[src/rtl/preflector_pipe.sv]
// preflector_pipe: reflector datapath (shuffle, MixColumns, tweakey add,
// inverse shuffle) behind a STAGES-deep valid/ready register pipeline.
// Cells are w = n/16 bits wide, and cell 0 is the most significant cell.
// Legal configurations: n in {64, 128}, STAGES in 1..4.

// One matrix column of MixColumns. Each output row is the XOR of the other
// three rows, each rotated by the amount that goes with its row distance.
module preflector_mc_col #(
    parameter int w  = 8,
    parameter int ra = 0,
    parameter int rb = 0,
    parameter int rc = 0
) (
    input  logic [0:3][w-1:0] col_in,
    output logic [0:3][w-1:0] col_out
);
    // Rotation per row distance (k - r) mod 4; distance 0 is never used.
    localparam int rtab [4] = '{0, ra, rb, rc};

    function automatic logic [w-1:0] rotl(input logic [w-1:0] x, input int r);
        int s;
        s = r % w;
        if (s == 0) return x;
        return (x << s) | (x >> (w - s));
    endfunction

    // Combine the other three rows of this column.
    always_comb begin
        col_out = '0;
        for (int r = 0; r < 4; r++)
            for (int k = 0; k < 4; k++)
                if (k != r)
                    col_out[r] = col_out[r] ^ rotl(col_in[k], rtab[(k - r + 4) % 4]);
    end
endmodule

// One pipeline slot. Only the valid bit is reset or flushed; the payload
// registers capture data only when a real transaction moves in.
module preflector_slot #(
    parameter int dw = 128,
    parameter int tw = 4
) (
    input  logic          clk,
    input  logic          rst,
    input  logic          flush,
    input  logic          load,
    input  logic          src_vld,
    input  logic [dw-1:0] src_dat,
    input  logic [tw-1:0] src_tag,
    output logic          vld,
    output logic [dw-1:0] dat,
    output logic [tw-1:0] tag
);
    // Valid bit: async reset, sync flush, else follow the source on load.
    always_ff @(posedge clk or posedge rst) begin
        if (rst)        vld <= 1'b0;
        else if (flush) vld <= 1'b0;
        else if (load)  vld <= src_vld;
    end

    // Payload: no reset; held steady whenever the slot is not loading.
    always_ff @(posedge clk) begin
        if (load && src_vld) begin
            dat <= src_dat;
            tag <= src_tag;
        end
    end
endmodule

module preflector_pipe #(
    parameter int          n        = 128,
    parameter logic [0:63] perm     = 64'b0,
    parameter logic [0:63] inv_perm = 64'b0,
    parameter logic [0:11] MC_abc   = 12'b0,
    parameter int          STAGES   = 2,
    parameter int          TAGW     = 4
) (
    input  logic            clk,
    input  logic            rst,
    input  logic            flush,
    input  logic            in_valid,
    output logic            in_ready,
    input  logic [n-1:0]    indata,
    input  logic [n-1:0]    tk,
    input  logic [TAGW-1:0] in_tag,
    output logic            out_valid,
    input  logic            out_ready,
    output logic [n-1:0]    outdata,
    output logic [TAGW-1:0] out_tag,
    output logic [2:0]      occupancy
);
    localparam int w = n / 16;

    // Packed [0:15] puts cell 0 in the MSBs, so the cell view is a plain cast.
    typedef logic [0:15][w-1:0] cells_t;

    // out cell i = in cell p[i]; p entry i is the 4-bit field starting at bit 4i.
    function automatic cells_t shuffle(input cells_t x, input logic [0:63] p);
        cells_t y;
        for (int i = 0; i < 16; i++) y[i] = x[p[4*i +: 4]];
        return y;
    endfunction

    cells_t                 sh_cells, tk_cells, mix_cells, front_cells;
    logic [0:3][0:3][w-1:0] col_in, col_out;   // [column][row]

    assign sh_cells = shuffle(cells_t'(indata), perm);
    assign tk_cells = cells_t'(tk);

    // Regroup the shuffled state by column for the MixColumns units.
    always_comb begin
        col_in = '0;
        for (int c = 0; c < 4; c++)
            for (int r = 0; r < 4; r++)
                col_in[c][r] = sh_cells[4*r + c];
    end

    genvar gc;
    for (gc = 0; gc < 4; gc++) begin : g_col
        preflector_mc_col #(
            .w (w),
            .ra(int'(MC_abc[0:3])),
            .rb(int'(MC_abc[4:7])),
            .rc(int'(MC_abc[8:11]))
        ) u_col (
            .col_in (col_in[gc]),
            .col_out(col_out[gc])
        );
    end

    // Back to row-major cell order, adding the tweakey.
    always_comb begin
        mix_cells = '0;
        for (int c = 0; c < 4; c++)
            for (int r = 0; r < 4; r++)
                mix_cells[4*r + c] = col_out[c][r] ^ tk_cells[4*r + c];
    end

    // A single-slot pipe must finish the whole function before its only
    // register; deeper pipes move the inverse shuffle behind slot 1.
    assign front_cells = (STAGES == 1) ? shuffle(mix_cells, inv_perm) : mix_cells;

    logic [STAGES:1]         vld_pipe, adv, load;
    logic [STAGES:1][n-1:0]  sdat;
    logic [STAGES:1][TAGW-1:0] stag;
    logic                    in_fire;

    // Backpressure chain: a slot advances when it holds data and its
    // successor is empty or advancing too; the last slot drains on out_ready.
    always_comb begin
        adv  = '0;
        load = '0;
        adv[STAGES] = vld_pipe[STAGES] & out_ready;
        for (int k = STAGES - 1; k >= 1; k--)
            adv[k] = vld_pipe[k] & (~vld_pipe[k+1] | adv[k+1]);
        for (int k = 1; k <= STAGES; k++)
            load[k] = ~vld_pipe[k] | adv[k];
    end

    // Flush wins over a concurrent input, but still reports ready so the
    // producer sees its beat consumed (and discarded).
    assign in_ready = flush | load[1];
    assign in_fire  = in_valid & in_ready & ~flush;

    genvar gs;
    for (gs = 1; gs <= STAGES; gs++) begin : g_slot
        logic [n-1:0]    src_dat;
        logic [TAGW-1:0] src_tag;
        logic            src_vld;

        if (gs == 1) begin : g_feed_front
            assign src_dat = front_cells;
            assign src_tag = in_tag;
            assign src_vld = in_fire;
        end else if (gs == 2) begin : g_feed_inv
            assign src_dat = shuffle(cells_t'(sdat[1]), inv_perm);
            assign src_tag = stag[1];
            assign src_vld = vld_pipe[1];
        end else begin : g_feed_copy
            assign src_dat = sdat[gs-1];
            assign src_tag = stag[gs-1];
            assign src_vld = vld_pipe[gs-1];
        end

        preflector_slot #(.dw(n), .tw(TAGW)) u_slot (
            .clk    (clk),
            .rst    (rst),
            .flush  (flush),
            .load   (load[gs]),
            .src_vld(src_vld),
            .src_dat(src_dat),
            .src_tag(src_tag),
            .vld    (vld_pipe[gs]),
            .dat    (sdat[gs]),
            .tag    (stag[gs])
        );
    end

    // Count of occupied slots, straight from the valid registers.
    always_comb begin
        occupancy = '0;
        for (int k = 1; k <= STAGES; k++)
            occupancy = occupancy + {2'b00, vld_pipe[k]};
    end

    assign out_valid = vld_pipe[STAGES];
    assign outdata   = sdat[STAGES];
    assign out_tag   = stag[STAGES];
endmodule

[config.mk]
export PLATFORM = sky130hd
export DESIGN_NAME = preflector_pipe
export DESIGN_NICKNAME = d
export VERILOG_FILES = /design/src/rtl/preflector_pipe.sv
export SDC_FILE = /design/constraint.sdc
export NUM_CORES = 1
export LEC_CHECK = 0
export CELL_PAD_IN_SITES_DETAIL_PLACEMENT = 0
export CELL_PAD_IN_SITES_GLOBAL_PLACEMENT = 1
export CORE_AREA = 2 2 158 160
export CTS_BUF_LIST = sky130_fd_sc_hd__clkbuf_16
export DETAILED_ROUTE_END_ITERATION = 8
export DIE_AREA = 0 0 160 162
export PLACE_DENSITY_LB_ADDON = 0.25
export SLEW_MARGIN = 10
export SYNTH_ARGS = -nofsm -noshare
export SYNTH_HDL_FRONTEND = slang
export SYNTH_SLANG_ARGS = --single-unit
[constraint.sdc]
create_clock -name clk -period 1.9 [get_ports clk]
set_input_delay 0.38 -clock clk [delete_from_list [all_inputs] [get_ports clk]]
set_output_delay 0.38 -clock clk [all_outputs]
set_load 0.01 [all_outputs]
==> impl_metrics.toml <==
[sta]
min_period_ns = 1.753
drv_slew = 0
clock_skew_ns = 0.0006445
fin_crit_sh_pct = 92.27
fmax_mhz = 570.4
hold_viol = 0
fin_tns_setup_ns = 0
setup_viol = 0
rsz0062_at_grt = "no"

[route]
wirelength_microns = 4649
drcViolationCount = 0
dr.pass1.iters = 2
ant_nets = 0
drt-initial-drc-count = 18
vias = 1022
via_per_inst = 1.875
wire_per_inst_microns = 8.530

[cts]
ctsHtreeMaxLevel = 1
clock_path_buffers = 2
ctsHoldBuffers = 0
clkLatencyLatePin_ns = 0.26
cts_tree = "done"
path_clk_slew_ns = 0.07
cts_sinks = 26
numCtsBuffers = 3
cts_root_buf = "clkbuf_16"

[die]
core_area_sq_um = 24110
dieWidth_microns = 160
die-area_sq_um = 25920
num_rows = 57
fp.dieH_microns = 162
io_pins = 402
start_util_pct = 7.609

[synth]
ys_ff_latch = 26
synth-simple-area-share_pct = 2.524
synth_top_family_by_area = "buffers and inverters"
syn_inst = 166
syn_nets = 432
syn-cell-area_sq_um = 1834
synthMuxAreaShare_pct = 0
syn_avg_cell_area_sq_um = 11.05
synth_compound_area_share_pct = 0.8186
ys_seq_area_share_pct = 42.02
synthXorXnorAreaFrac_pct = 3.820
synth_cell_types = 14
synth_fa_ha_area_share_pct = 0.6821
ys_warn_count = 0

[setup_path]
cp-start-kind = "flip-flop"
cpMaxStageDelayCell = "clkdlybuf4s50_1"
cp_max_fo = 4
endpoint_kind = "primary output"
required_ns = 1.52
cp.arrival_ns = 1.37
crit_chain = "ha_1, clkdlybuf4s50_1"
r2r.worst_path.cells = 4
slowest_delay_ns = 0.54
worst-setup-path-type = "reg -> out"

[placed_design]
gp_congestion = 0.5758
numPortBuffers = 160

[global_routing]
track_usage_pct = 3.278
antenna_found_initial = 3
grt_pass1_vias = 942
grt_max_degree = 17
grt_overflow = 0
grt_pass1_wl_microns = 6299

[power]
finalPower_mw = 1.773
peakVddDrop_uv = 310.5
p_leak_nw = 1.107
p_per_area_nw_per_um2 = 549.6

[finish]
n_antenna_cell = 0
nets = 488
final_common_cell = "clkdlybuf4s50_1"
drive_gt1_share_pct = 8.145
final_cell_mix = "158 x clkdlybuf4s50_1, 24 x edfxtp_1, 8 x xor2_1, 8 x buf_12, 4 x buf_4"
area_growth_pct = 75.85

[outcome]
status = "finished clean"

[run]
maxCapViolCount = 0

[min_path]
hp-class = "in -> async"
critical path: cells and delay by family, from the launching register on:
kind	cells	cell delay, ns
adders and majority gates	1	0.17
buffers and inverters	1	0.54
DFF	1	0.41
cells in the mapped netlist:
library cell	n	area, sq um
a21oi_1	1	5.000
edfxtp_1	24	720.7
dfrtp_1	2	50.05
xor2_1	8	70.07
buf_4	121	908.4
inv_1	2	7.510
conb_1	1	3.750
o21ba_1	1	10.01
nand2_1	1	3.750
nand2b_4	1	13.76
ha_1	1	12.51
nand4bb_2	1	16.27
nand2b_1	1	6.260
and2_1	1	6.260
per-stage QoR:
step / setup slack [ns] / util [%] / hold WS, ns / cells / cell area [sq um]
final: 0.1469 / 13.38 / 0.2604 / 545 / 3226
after global routing: 0.05731 / 13.38 / 0.2844 / 545 / 3226
after CTS: 0.1253 / 13.38 / 0.2566 / 545 / 3226
after detailed placement: -0.01629 / 12.43 / 0.4054 / 534 / 2995
after global placement: -0.03379 / 12.43 / 0.4050 / 534 / 2995
after floorplan: 0.5942 / - / 0.1212 / 166 / 1834
routing by layer:
layer | routed length [microns] | GRT usage (%) | up-vias | part of all wire, %
met2 | 2257 | 5.510 | 74 | 49
met3 | 506 | 1.813 | 8 | 11
met1 | 1827 | 3.687 | 421 | 39
met5 | 39 | 0 | - | 0.84
met4 | 19 | 0.6143 | 6 | 0.41
li1 | - | - | 513 | -
state kept, by name, summed over array words and instances, names as in the netlist:
| register | cells |
|---|---|
| g_slot.u_slot.vld | 2 |
| g_slot.u_slot.tag | 8 |
| g_slot.u_slot.dat | 16 |
power by group:
group	total (mW)	switching, mW	leakage [nW]	internal (mW)
sequential	0.672	0.0113	0.251	0.661
clock	0.625	0.205	0.0511	0.420
combinational	0.476	0.179	0.804	0.297
final timing paths:
path,slack [ns],to,from
worst max-delay path,0.15,occupancy[1],g_slot[1].u_slot.vld
worst min register to register,0.42,g_slot[2].u_slot.dat[126],g_slot[1].u_slot.dat[126]
max in group asynchronous,1.53,g_slot[1].u_slot.vld,rst
worst min-delay path,0.26,g_slot[2].u_slot.vld,rst
worst max register to register,0.63,g_slot[2].u_slot.dat[126],g_slot[2].u_slot.vld
min in group clk,0.42,g_slot[2].u_slot.dat[126],g_slot[1].u_slot.dat[126]
logic make-up (layout without fill, tap and decap cells):
group / Yosys count / in the layout
xor gates and xnor gates: 8 / 8
adders and majority gates: 1 / 1
AOI/OAI and AO/OA: 2 / 2
and+or+nand+nor: 5 / 5
other: 1 / 1
buffers and inverters: 123 / 178
DFF: 26 / 26
cell type report:
type,instances,area (sq um)
fill,2743,20880
tap,324,405.4
multi-input combinational,17,147.6
clock inverter,1,30.03
inverter,2,7.507
timing repair buffer,172,1789
sequential,26,770.7
clock buffer,3,75.07
repair_timing:
item	in CTS	in global routing
setup buffers	7	0
setup endpoints to repair	98	0
resized for setup	2	0
(Power assumes the default switching activity.)
